### src/rtl/plic_claim_agent.sv
// Hart-side APB4 requester that claims interrupt IDs from the PLIC CLAIM/COMPLETE register,
// hands each ID to the core over valid/ready, and writes it back once the core signals done.
module plic_claim_agent #(
    parameter logic [31:0] BASE_ADDR      = 32'h0000_0000,
    parameter logic [31:0] CLAIM_OFFSET   = 32'h24,
    parameter int          ID_WIDTH       = 5,
    parameter int          SPUR_CNT_WIDTH = 8
) (
    input  logic                      clk_i,
    input  logic                      rst_n_i,
    input  logic                      en_i,
    input  logic                      irq_i,
    output logic [31:0]               paddr_o,
    output logic                      psel_o,
    output logic                      penable_o,
    output logic                      pwrite_o,
    output logic [31:0]               pwdata_o,
    output logic [3:0]                pstrb_o,
    output logic [2:0]                pprot_o,
    input  logic [31:0]               prdata_i,
    input  logic                      pready_i,
    input  logic                      pslverr_i,
    output logic                      id_valid_o,
    output logic [ID_WIDTH-1:0]       id_o,
    input  logic                      id_ready_i,
    input  logic                      done_i,
    output logic                      busy_o,
    output logic                      err_o,
    output logic [SPUR_CNT_WIDTH-1:0] spur_cnt_o
);

    typedef enum logic [2:0] {
        IDLE,
        CLM_SETUP,
        CLM_ACCESS,
        DELIVER,
        WAIT_DONE,
        CMP_SETUP,
        CMP_ACCESS
    } state_t;

    localparam logic [31:0] CLAIM_ADDR = BASE_ADDR + CLAIM_OFFSET;

    state_t              state;
    logic [ID_WIDTH-1:0] rd_id;
    logic                unused_rdata;

    assign rd_id        = prdata_i[ID_WIDTH-1:0];
    assign unused_rdata = &{1'b0, prdata_i[31:ID_WIDTH]};
    assign pprot_o      = 3'b000;

    // Handshake: the ID transfers on any cycle where id_valid_o && id_ready_i at the rising edge;
    // id_valid_o and id_o stay frozen until then. APB follows SETUP then ACCESS, held until pready_i.
    always_ff @(posedge clk_i or negedge rst_n_i) begin
        if (!rst_n_i) begin
            state      <= IDLE;
            paddr_o    <= '0;
            psel_o     <= 1'b0;
            penable_o  <= 1'b0;
            pwrite_o   <= 1'b0;
            pwdata_o   <= '0;
            pstrb_o    <= '0;
            id_valid_o <= 1'b0;
            id_o       <= '0;
            busy_o     <= 1'b0;
            err_o      <= 1'b0;
            spur_cnt_o <= '0;
        end else begin
            err_o <= 1'b0;
            case (state)
                IDLE: begin
                    if (en_i && irq_i) begin
                        state     <= CLM_SETUP;
                        busy_o    <= 1'b1;
                        psel_o    <= 1'b1;
                        penable_o <= 1'b0;
                        pwrite_o  <= 1'b0;
                        pstrb_o   <= 4'h0;
                        paddr_o   <= CLAIM_ADDR;
                    end
                end
                CLM_SETUP: begin
                    state     <= CLM_ACCESS;
                    penable_o <= 1'b1;
                end
                CLM_ACCESS: begin
                    if (pready_i) begin
                        psel_o    <= 1'b0;
                        penable_o <= 1'b0;
                        if (pslverr_i) begin
                            err_o  <= 1'b1;
                            state  <= IDLE;
                            busy_o <= 1'b0;
                        end else if (rd_id == '0) begin
                            // ID 0 means the PLIC had nothing pending by the time we read it.
                            if (spur_cnt_o != '1) begin
                                spur_cnt_o <= spur_cnt_o + 1'b1;
                            end
                            state  <= IDLE;
                            busy_o <= 1'b0;
                        end else begin
                            id_o       <= rd_id;
                            id_valid_o <= 1'b1;
                            state      <= DELIVER;
                        end
                    end
                end
                DELIVER: begin
                    if (id_ready_i) begin
                        id_valid_o <= 1'b0;
                        state      <= WAIT_DONE;
                    end
                end
                WAIT_DONE: begin
                    if (done_i) begin
                        state     <= CMP_SETUP;
                        psel_o    <= 1'b1;
                        penable_o <= 1'b0;
                        pwrite_o  <= 1'b1;
                        pwdata_o  <= {{(32-ID_WIDTH){1'b0}}, id_o};
                        pstrb_o   <= 4'hF;
                    end
                end
                CMP_SETUP: begin
                    state     <= CMP_ACCESS;
                    penable_o <= 1'b1;
                end
                CMP_ACCESS: begin
                    if (pready_i) begin
                        psel_o    <= 1'b0;
                        penable_o <= 1'b0;
                        pwrite_o  <= 1'b0;
                        pstrb_o   <= 4'h0;
                        err_o     <= pslverr_i;
                        state     <= IDLE;
                        busy_o    <= 1'b0;
                    end
                end
                default: begin
                    state      <= IDLE;
                    psel_o     <= 1'b0;
                    penable_o  <= 1'b0;
                    id_valid_o <= 1'b0;
                    busy_o     <= 1'b0;
                end
            endcase
        end
    end

endmodule

### config.mk
export PLATFORM = sky130hd
export DESIGN_NAME = plic_claim_agent
export DESIGN_NICKNAME = d
export VERILOG_FILES = /design/src/rtl/plic_claim_agent.sv
export SDC_FILE = /design/constraint.sdc
export NUM_CORES = 1
export LEC_CHECK = 0
export BUFFER_PORTS_ARGS = -buffer_cell sky130_fd_sc_hd__buf_2
export CORE_UTILIZATION = 41
export CTS_BUF_LIST = sky130_fd_sc_hd__clkbuf_16
export DETAILED_ROUTE_END_ITERATION = 7
export HOLD_SLACK_MARGIN = 0.15
export PLACE_DENSITY = 0.86
export SLEW_MARGIN = 5
export SYNTH_ARGS = -nofsm -noshare
export SYNTH_HDL_FRONTEND = slang
export SYNTH_SLANG_ARGS = --single-unit
### constraint.sdc
create_clock -name clk_i -period 2 [get_ports clk_i]
set_input_delay 0.4 -clock clk_i [delete_from_list [all_inputs] [get_ports clk_i]]
set_output_delay 0.4 -clock clk_i [all_outputs]
set_load 0.02 [all_outputs]
==> run_results.csv <==
group,metric,value,unit
status,status,"finished, final reports clean",
global_routing,grt_max_degree,29,
routing,via_per_inst,4.43,
final_layout,nFillCells,400,
synthesis,yosysTopAreaCell,"dfrtp_1",
cts,postCtsResizedCells,0,
power_and_ir_drop,switching_share,40.6,%
power_and_ir_drop,combPwrFrac,44.1,%
routing,dr_total_vias,1178,
timing,finalHoldViolations,0,
floorplanning,ios,130,
floorplanning,die_w,67.8,um
flow_run,drv_cap,0,
cts,cts_root_buf,"clkbuf_16",
timing,rsz0062_at_grt,"false",
synthesis,ys.flop_type,"dfrtp_1",
floorplanning,dieArea,0.00460,mm2
synthesis,netlist_area,0.00178,mm2
critical_path,crit_path_end_kind,"flip-flop",
power_and_ir_drop,pwr-share-clk,19.1,%
floorplanning,num_rows,23,
floorplanning,core_area,0.00409,mm2
final_layout,regArea,701,um2
cts,holdBufCountCts,0,
critical_path,startpoint,"state[2]$_DFFE_PN0P_",
critical_path,required,2140,ps
timing,fmax,574,MHz
timing,slew_viol_final,0,
synthesis,synth.most_common_cell,"buf_4",
timing,finClkSkew,4.43,ps
final_layout,final_core_util,45.7,%
cts,ctsLongestPathBuffers,2,
final_layout,multi_input_area,773,um2
timing,fin_setup_tns,0,ps
routing,drc,0,
floorplanning,start_util,43.4,%
cts,cts-htree-levels,1,
critical_path,worst_r2r_path_depth,3,
global_routing,overflow,0,
final_layout,drive_gt1_share,30.1,%
critical_path,critPathCapture,"id_o[4]$_DFFE_PN0P_",
synthesis,async_flop_share,100,%
worst_hold_path,hold_class,"input pin to asynchronous set/reset pin",
synthesis,avgSynthCellArea,10.0,um2
critical_path,cp.arrival,1890,ps
critical_path,r2r-start,"state[2]$_DFFE_PN0P_",
synthesis,synth-seq-area-share,39.5,%
timing,fin_crit_sh,87.0,%
synthesis,synthTopCellsByArea,"dfrtp_1 (39%), buf_4 (28%), mux2_2 (6.3%)",
synthesis,yosys.cell_types.count,38,
cts,cts_tree,"done",
routing,drt_iter0_markers,48,
routing,dr.pass1.iters,4,
power_and_ir_drop,seq_power_share,36.8,%
final_layout,syn_to_final_growth,5.14,%
synthesis,yosys-top-cells-count,"buf_4 (66), dfrtp_1 (28), mux2_2 (10), nor2_1 (9)",
power_and_ir_drop,p_leak,0.993,nW
global_routing,grt_pass1_vias,982,
final_layout,num-nets-final,259,
power_and_ir_drop,intPower,1.39,mW
placement,gp_congestion,0.852,
timing,whs,151,ps
critical_path,ff2ff_setup_slack,260,ps
timing,fin_crit,1740,ps
placement,numPortBuffers,42,
global_routing,grt_pass1_wl,4530,um
cts,cts_buffers,3,
routing,postRouteWirelength,2940,um
floorplanning,die_h,67.8,um
critical_path,path_max_fanout,6,
final_layout,antenna_cells,0,
cts,clk_pin_slew,70,ps
timing,setup_viol,0,
routing,avgRoutedWirePerCell,11.0,um
cts,clkSinkCount,28,
routing,postRouteAntennaNets,0,
critical_path,path_class,"flip-flop to flip-flop",
power_and_ir_drop,netSwitchingPower,949,uW
global_routing,grt_usage,13.2,%
synthesis,synth_edf_count,0,
synthesis,yosysWarnings,0,
critical_path,start_kind,"flip-flop",
synthesis,synth_top_area_share,39.5,%
cts,cts_setup_buffers,0,
critical_path,timing.rr.end,"id_o[4]$_DFFE_PN0P_",
synthesis,ys_ff_latch,28,
placement,dp_hpwl,2250,um
cts,clock_latency,260,ps
power_and_ir_drop,powerDensity,1250,mW/mm2
global_routing,antenna_found_initial,0,
timing,relSlewSlack,57.9,%
synthesis,netlist_instances,177,
power_and_ir_drop,peakVddDrop,620,uV
timing,tightest_slew,632,ps
kinds of logic (layout without fill, tap and decap cells):
logic type / Yosys count / count (layout) / synth area share, %
multiplexers: 12 / 12 / 7.75
XOR/XNOR: 6 / 6 / 2.96
buffers and inverters: 73 / 53 / 29.5
other: 1 / 60 / 0.211
AO/OA/AOI/OAI: 20 / 20 / 7.40
flip-flops: 28 / 28 / 39.5
AND/OR/NAND/NOR: 36 / 36 / 12.1
adder cells (fa/ha/maj): 1 / 1 / 0.705
worst max-delay path: stages, from the launching register on:
cell and delay (ps):
dfrtp_1 380, or3b_1 470, nor3_2 390, mux2_2 390
how the worst min path moves through the flow:
stage            start                       to  cells after the start  slack (ps)
2_1_floorplan  rst_n_i       busy_o$_DFFE_PN0P_                      0         100
3_3_place_gp   rst_n_i          err_o$_DFF_PN0_                      1         450
3_5_place_dp   rst_n_i  pwdata_o[3]$_DFFE_PN0P_                      1         460
4_1_cts        rst_n_i  pwdata_o[3]$_DFFE_PN0P_                      1         180
5_1_grt        rst_n_i   paddr_o[2]$_DFFE_PN0P_                      1         200
6_report       rst_n_i  pwdata_o[0]$_DFFE_PN0P_                      1         150
power by group through the flow:
stage                     clock (mW)  combinational, mW  sequential [mW]
after floorplan                    0              0.672             1.06
after detailed placement           0               1.04            0.872
after CTS                      0.459               1.04            0.864
final                          0.447               1.03            0.861
after global placement             0               1.02            0.863
after global routing           0.478               1.14            0.893
area by class of cell:
| type | count | share of cell area (%) |
|---|---|---|
| timing repair buffer | 46 | 12.9 |
| inverter | 4 | 0.804 |
| sequential | 28 | 37.5 |
| tap | 50 | 3.35 |
| multi-input combinational | 135 | 41.4 |
| clock buffer | 3 | 4.02 |
registers in the layout, indices dropped and copies added (netlist names), 3 cells and up:
signal and cells:
spur_cnt_o 8, id_o 5, pwdata_o 5, state 3
per-stage QoR:
step / std cells / instance area, um2 / worst slack, ps / power (mW)
after floorplan: 236 / 2000 / 174 / 1.73
after global placement: 263 / 1790 / 29.1 / 1.88
after detailed placement: 263 / 1790 / 23.6 / 1.91
after CTS: 266 / 1870 / 258 / 2.36
after global routing: 266 / 1870 / 180 / 2.51
final: 266 / 1870 / 259 / 2.34
placed cells by master, fill, tap and decap left out, types with 2 or more instances in the layout:
| cell | n |
|---|---|
| nand4_1 | 4 |
| a21oi_1 | 4 |
| a21o_1 | 3 |
| buf_4 | 4 |
| dfrtp_1 | 28 |
| mux2_2 | 10 |
| o21ai_0 | 4 |
| conb_1 | 60 |
| xnor2_1 | 6 |
| buf_2 | 42 |
| nor2_1 | 9 |
| a31oi_1 | 2 |
| nand3_1 | 5 |
| clkbuf_16 | 3 |
| inv_1 | 4 |
| nand2_1 | 6 |
layer usage:
layer	global-route usage [%]	vias to the layer above	part of all wire (%)
met5	0	-	0
met4	2.34	0	0.58
met3	4.56	2	7.5
met2	22.2	61	51
met1	16.4	564	41
li1	-	551	-
(Power assumes the default switching activity.)
